--- config.mk ---
export PLATFORM = sky130hd
export DESIGN_NAME = buton_pieton
export DESIGN_NICKNAME = d
export VERILOG_FILES = /design/src/rtl/semafor_pkg.sv /design/src/rtl/debounce.sv /design/src/rtl/buton_pieton.sv
export SDC_FILE = /design/constraint.sdc
export NUM_CORES = 1
export LEC_CHECK = 0
export CAP_MARGIN = 20
export CORE_AREA = 3 3 83 85
export DETAILED_ROUTE_END_ITERATION = 8
export DIE_AREA = 0 0 86 88
export HOLD_SLACK_MARGIN = 0.15
export PLACE_DENSITY = 0.73
export SYNTH_ARGS = -nofsm -noshare
export SYNTH_HDL_FRONTEND = slang
export SYNTH_SLANG_ARGS = --single-unit
--- constraint.sdc ---
create_clock -name clk -period 4 [get_ports clk]
set_input_delay 1.2 -clock clk [delete_from_list [all_inputs] [get_ports clk]]
set_output_delay 1.2 -clock clk [all_outputs]
set_load 0.01 [all_outputs]
--- src/rtl/semafor_pkg.sv ---
// Shared definitions for the pedestrian-crossing blocks: request FSM states
// and default timing constants for the 12 MHz board clock.
package semafor_pkg;

  localparam int unsigned CLK_HZ              = 12_000_000;
  localparam int unsigned DEF_DEBOUNCE_CYCLES = CLK_HZ / 50;  // 20 ms
  localparam int unsigned DEF_LOCKOUT_CYCLES  = 2 * CLK_HZ;   // 2 s
  localparam int unsigned DEF_BLINK_HALF      = CLK_HZ / 2;   // 0.5 s

  typedef enum logic [1:0] {
    IDLE    = 2'd0,
    PENDING = 2'd1,
    LOCK    = 2'd2
  } req_state_t;

endpackage

--- src/rtl/debounce.sv ---
// Two-flop synchroniser plus debounce counter; btn_clean follows the
// synchronised input once it has held a new level for DEBOUNCE_CYCLES samples.
module debounce
  import semafor_pkg::*;
#(
  parameter int unsigned DEBOUNCE_CYCLES = DEF_DEBOUNCE_CYCLES
) (
  input  logic clk,
  input  logic rst,
  input  logic btn_raw,
  output logic btn_clean
);

  localparam int unsigned    CW      = $clog2(DEBOUNCE_CYCLES + 1);
  localparam logic [CW-1:0]  CNT_MAX = CW'(DEBOUNCE_CYCLES - 1);

  logic [1:0]    sync_pipe;
  logic          btn_sync;
  logic [CW-1:0] db_cnt;

  assign btn_sync = sync_pipe[1];

  always_ff @(posedge clk or posedge rst) begin
    if (rst) begin
      sync_pipe <= '0;
      db_cnt    <= '0;
      btn_clean <= 1'b0;
    end else begin
      sync_pipe <= {sync_pipe[0], btn_raw};
      if (btn_sync == btn_clean) begin
        db_cnt <= '0;
      end else if (db_cnt == CNT_MAX) begin
        btn_clean <= ~btn_clean;
        db_cnt    <= '0;
      end else begin
        db_cnt <= db_cnt + 1'b1;
      end
    end
  end

endmodule

--- src/rtl/buton_pieton.sv ---
// Pedestrian request conditioner: debounced press -> latched request held
// until serve, blinking wait indicator, and a post-service lockout window.
module buton_pieton
  import semafor_pkg::*;
#(
  parameter int unsigned DEBOUNCE_CYCLES = DEF_DEBOUNCE_CYCLES,
  parameter int unsigned LOCKOUT_CYCLES  = DEF_LOCKOUT_CYCLES,
  parameter int unsigned BLINK_HALF      = DEF_BLINK_HALF
) (
  input  logic clk,
  input  logic rst,
  input  logic btn_raw,
  input  logic serve,
  output logic btn_clean,
  output logic req,
  output logic req_pulse,
  output logic wait_led,
  output logic lockout
);

  localparam int unsigned   LW       = $clog2(LOCKOUT_CYCLES + 1);
  localparam int unsigned   BW       = $clog2(BLINK_HALF + 1);
  localparam logic [LW-1:0] LOCK_MAX = LW'(LOCKOUT_CYCLES - 1);
  localparam logic [BW-1:0] BLK_MAX  = BW'(BLINK_HALF - 1);

  req_state_t    state, state_nxt;
  logic [LW-1:0] lock_cnt, lock_nxt;
  logic [BW-1:0] blink_cnt, blink_nxt;
  logic          led_nxt, pulse_nxt;
  logic          clean_d, rise;

  debounce #(.DEBOUNCE_CYCLES(DEBOUNCE_CYCLES)) u_debounce (
    .clk      (clk),
    .rst      (rst),
    .btn_raw  (btn_raw),
    .btn_clean(btn_clean)
  );

  assign rise = btn_clean & ~clean_d;

  always_ff @(posedge clk or posedge rst) begin
    if (rst) begin
      state     <= IDLE;
      lock_cnt  <= '0;
      blink_cnt <= '0;
      clean_d   <= 1'b0;
      req       <= 1'b0;
      req_pulse <= 1'b0;
      wait_led  <= 1'b0;
      lockout   <= 1'b0;
    end else begin
      state     <= state_nxt;
      lock_cnt  <= lock_nxt;
      blink_cnt <= blink_nxt;
      clean_d   <= btn_clean;
      req       <= (state_nxt == PENDING);
      req_pulse <= pulse_nxt;
      wait_led  <= led_nxt;
      lockout   <= (state_nxt == LOCK);
    end
  end

  always_comb begin
    state_nxt = state;
    lock_nxt  = lock_cnt;
    blink_nxt = '0;
    led_nxt   = 1'b0;
    pulse_nxt = 1'b0;
    unique case (state)
      IDLE: begin
        if (rise) begin
          state_nxt = PENDING;
          pulse_nxt = 1'b1;
          led_nxt   = 1'b1;
        end
      end
      PENDING: begin
        // serve beats a coincident rise; extra rises here are simply absorbed
        if (serve) begin
          state_nxt = LOCK;
          lock_nxt  = LOCK_MAX;
        end else if (blink_cnt == BLK_MAX) begin
          led_nxt = ~wait_led;
        end else begin
          led_nxt   = wait_led;
          blink_nxt = blink_cnt + 1'b1;
        end
      end
      LOCK: begin
        if (lock_cnt == '0) state_nxt = IDLE;
        else                lock_nxt  = lock_cnt - 1'b1;
      end
      default: state_nxt = IDLE;
    endcase
  end

endmodule

==> Word-level counts from Yosys, hierarchy flattened <==
Index checks and enable logic that the tools add are counted.
{ "totals": {"reg_bits": 76, "inputBits": 4, "out_inout_bits": 5, "wordCells": 51} }
{ "op_classes": {"add_sub_neg": 3, "eq_ne": 10, "muxes": 17, "bitwise": 5, "reduce_logical": 5} }
{ "op_table": {"columns": ["operator", "count"], "rows": [
  ["2-to-1 mux 23 bit", 3],
  ["2-to-1 mux 25 bit", 2],
  ["one-hot mux 25 bit (2 select lines)", 1],
  ["2-to-1 mux 18 bit", 2],
  ["logical NOT 25 bit", 1],
  ["subtractor 25 x 1 -> 25 bit (second input constant)", 1],
  ["adder 23 x 1 -> 23 bit (second input constant)", 1],
  ["== test 23 bit (second input constant)", 1],
  ["adder 18 x 1 -> 18 bit (second input constant)", 1],
  ["== test 18 bit (second input constant)", 1],
  ["2-to-1 mux 2 bit", 3],
  ["one-hot mux 2 bit (3 select lines)", 1],
  ["== test 2 x 1 -> 1 bit (second input constant)", 2],
  ["== test 2 bit (second input constant)", 2],
  ["2-to-1 mux 1 bit", 4],
  ["inequality test 2 bit (second input constant)", 2],
  ["inverter 1 bit", 4],
  ["inequality test 3 bit (second input constant)", 1],
  ["AND reduction 3 bit", 1],
  ["logical NOT 2 bit", 1],
  ["one-hot mux 1 bit (2 select lines)", 1],
  ["AND reduction 2 bit", 1],
  ["nonzero test 2 bit", 1],
  ["AND 1 bit", 1],
  ["== test 1 bit", 1]
]} }

==> Logic depth before layout (Yosys ltp) <==
{ "logic_depth": {"depth_word": 5, "depth_mapped": 8, "ltp_nobuf": 7} }

==> By module <==
A second synthesis with hierarchy kept.
{ "unflattened": {"cells_unflattened": 373, "hier_area_um2": 3774.9} }
{ "modules_own_cells": {"columns": ["mod", "instances", "cells_each", "area_per_inst_um2", "seq_area_each_um2"], "rows": [
  ["buton_pieton", 1, 272, 2742.6, 1376.3],
  ["debounce", 1, 101, 1032.2, 525.5]
]} }

==> Least setup slack after synthesis <==
Ideal clock, no wire load.
{ "synth_path": {"path_kind": "in2reg", "from": "input port serve", "to": "register wait_led", "setup_time_ns": 0.125, "arrival_ns": 2.194, "required_time_ns": 3.875, "setup_slack_ns": 1.681, "stages": 3, "path_buffers": 0, "path_cell_list": "or3b_2 a31o_2 mux2_2"} }
{ "synth_via": {"elab_chain_cells": 2, "elab_cells_between_ends": 3, "cone_classes": "eq/ne: 1; mux: 2"} }
{ "synth_rtl": {"columns": ["item", "line_no", "text"], "rows": [
  ["from (decl)", "buton_pieton.sv:13", "input logic serve,"],
  ["2-to-1 mux 1 bit", "buton_pieton.sv:79", "if (serve) begin"],
  ["one-hot mux 1 bit (2 select lines)", "buton_pieton.sv:69", "unique case (state)"],
  ["to (signal assigned)", "buton_pieton.sv:58", "wait_led <= led_nxt;"],
  ["to (decl)", "buton_pieton.sv:17", "output logic wait_led,"]
]} }
Parallel ways exist; a longest one is shown, timed or not.
A chain may end at the register's enable or synchronous reset.

==> Worst setup path after layout <==
Ends and elaborated chain as after synthesis.

==> flow_summary.json <==
{
  "fp.dieW_um": 86,
  "yosysTopAreaCell": "dfrtp_1",
  "dr.pass1.iters": 4,
  "synth_warnings": 0,
  "grt_pass1_wl_mm": 11.5,
  "hold_class": "register to register",
  "cts-buffers-inserted": 9,
  "grt_max_degree": 46,
  "placedInstanceArea_um2": 3860,
  "crit_end": "wait_led",
  "crit_path_start": "serve",
  "power.share.sequential_pct": 54.0,
  "rsz0062_at_grt": "false",
  "setup_violations": 0,
  "fin_crit_sh_pct": 66.4,
  "slew_headroom_pct": 33.2,
  "rows": 29,
  "synthArstFlopShare_pct": 100,
  "vias": 2591,
  "core-area_um2": 6280,
  "start_util_pct": 59.2,
  "grt_pass1_vias": 2510,
  "final_common_cell": "dfrtp_1",
  "postSynthCellCount": 366,
  "syn_nets": 373,
  "fin_crit_ns": 2.66,
  "worst_clock_skew_ns": 0.0105,
  "ff2ff_path_depth": 7,
  "synth-edff-count": 0,
  "cts_root_buf": "clkbuf_8",
  "r2r_start": "lock_cnt[0]",
  "synth_ff_type": "dfrtp_1",
  "switching_share_pct": 24.6,
  "rrSetupSlack_ns": 1.41,
  "combPwrFrac_pct": 6.1,
  "layout_common_cells": "76 x dfrtp_1, 58 x nor2_1, 30 x nand2_1",
  "post-cts-setup-buffers": 0,
  "syn_area_per_cell_um2": 10.2,
  "maxSlewViolCount": 0,
  "cp.required_ns": 4.23,
  "layout.nets": 382,
  "p_int_mw": 1.20,
  "crit_type": "input port to register",
  "synth_top_area_share_pct": 51.2,
  "pwr-share-clk_pct": 39.9,
  "vias_per_cell": 5.67,
  "grt_antenna_before_repair": 0,
  "drc": 0,
  "cp-start-kind": "input port",
  "ys_seq_area_share_pct": 51.2,
  "clk_latency_ns": 0.35,
  "ioPinCount": 9,
  "antenna_cells": 0,
  "ys_seq_elements": 76,
  "p_sw_mw": 0.392,
  "tightest_slew_ns": 1.00,
  "antenna_left": 0,
  "htree_levels": 3,
  "utilization_pct": 64.9,
  "power.density_nw_per_um2": 390,
  "total_power_mw": 1.59,
  "dieHeight_um": 88,
  "post-dp-hpwl_mm": 4.32,
  "yosysUniqueCellTypes": 46,
  "clk_pin_slew_ns": 0.07,
  "p_leak_nw": 1.66,
  "drt_first_iter_violations": 70,
  "drv_cap": 0,
  "stdcell_area_um2": 4080,
  "cp-end-kind": "register",
  "cts.repair.resized": 0,
  "max_freq_mhz": 377,
  "status": "complete, no violations",
  "peakVddDrop_v": 0.000270,
  "drive_above_1_share_pct": 8.68,
  "crit_fanout": 23,
  "wirelength_mm": 6.53,
  "cts_max_path_buffers": 2,
  "worstReg2RegEnd": "lock_cnt[3]",
  "cts_tree": "yes",
  "syn_area_um2": 3720,
  "gp_congestion": 0.754,
  "grt_usage_pct": 19.1,
  "grt-ovfl-total": 0,
  "area_growth_pct": 9.66,
  "fin_setup_tns_ns": 0,
  "hold_viol_final": 0,
  "die_area_um2": 7570,
  "arrival_ns": 2.89,
  "clock_sinks": 76,
  "fill_cells": 523,
  "cts_hold_buf": 0,
  "wire_per_inst_um": 14.3,
  "netlist_top_cells_area": "dfrtp_1 51%, nor2_1 5.9%, xnor2_1 5.7%, xor2_1 5.7%, nand2_1 3.0%",
  "whs_ns": 0.352,
  "port_buffers": 8
}
==> power groups by stage <==
stage                     clock network (mW)  registers (mW)  logic [mW]
after floorplan                            0           0.865      0.0766
after global placement                     0           0.872      0.0949
after detailed placement                   0           0.875      0.0985
after CTS                              0.650           0.860      0.0984
after global routing                   0.681           0.866       0.112
final                                  0.634           0.860      0.0972
==> metal layers <==
metal  part of all wire (%)  vias to the layer above  global-route usage [%]
met2                     45                       25                    29.6
met5                      0                        -                       0
li1                       -                     1294                       -
met4                    1.5                        0                    7.63
met1                     50                     1263                    26.4
met3                    2.8                        9                    4.23
==> state kept, by name, summed over array words and instances (netlist names) <==
register              cells
u_debounce.sync_pipe      2
blink_cnt                23
req                       1
req_pulse                 1
lockout                   1
wait_led                  1
u_debounce.db_cnt        18
state                     2
u_debounce.btn_clean      1
lock_cnt                 25
clean_d                   1
==> per-stage QoR <==
| step | setup WS [ns] | instances |
|---|---|---|
| 2_1_floorplan | 0.862 | 366 |
| 3_3_place_gp | 0.992 | 441 |
| 3_5_place_dp | 0.979 | 441 |
| 4_1_cts | 1.35 | 457 |
| 5_1_grt | 1.17 | 457 |
| 6_report | 1.34 | 457 |
==> cell type report <==
class / count / area, µm² / share of cell area [%]
sequential: 76 / 1900 / 46.7
multi-input combinational: 271 / 1730 / 42.5
clock buffer: 10 / 128 / 3.13
timing repair buffer: 9 / 100 / 2.46
tap: 77 / 96.3 / 2.36
clock inverter: 6 / 88.8 / 2.18
inverter: 8 / 30.0 / 0.737
==> cells in the mapped netlist (2+ instances only) <==
cell type,count
nand4_1,13
clkbuf_1,6
mux2_2,2
nand2_1,30
ha_1,3
mux2i_1,4
a21oi_1,9
nor2_1,58
dfrtp_1,76
a211oi_1,6
nor4_1,5
nor4_4,3
a2111oi_2,2
nand3b_1,2
nand3_1,20
or3_1,3
and4_1,5
nand2b_1,5
inv_1,8
nand4b_1,3
xnor2_1,24
o21ai_0,2
nor2b_1,2
buf_2,4
xor2_1,24
and3_1,12
nor3b_2,2
and2_1,2
a31oi_1,4
nor3_1,11
==> cell families (layout without fill, tap and decap cells) <==
kind of cell    after synthesis  count (layout)  synth area share, %
fa+ha+maj                     3               3                 1.01
compound gates               29              29                 5.52
flops                        76              76                 51.2
buf+inv                      19              33                 2.26
mux                           6               6                 1.68
xor+xnor                     48              48                 11.3
simple gates                185             185                 27.1
==> how the worst min path moves through the flow <==
stage / start / endpoint / slack, ns / cells after the start
final: u_debounce.sync_pipe[0] / u_debounce.sync_pipe[1] / 0.35 / 0
after global routing: u_debounce.sync_pipe[0] / u_debounce.sync_pipe[1] / 0.36 / 0
after CTS: u_debounce.sync_pipe[0] / u_debounce.sync_pipe[1] / 0.36 / 0
after detailed placement: u_debounce.sync_pipe[0] / u_debounce.sync_pipe[1] / 0.34 / 0
after global placement: u_debounce.sync_pipe[0] / u_debounce.sync_pipe[1] / 0.33 / 0
after floorplan: u_debounce.sync_pipe[0] / u_debounce.sync_pipe[1] / 0.33 / 0
==> worst max-delay path: stages <==
cell and delay, ns:
clkdlybuf4s50_1 0.45, or3b_2 0.52, a31o_2 0.40, mux2_2 0.32
(Power assumes the default switching activity.)
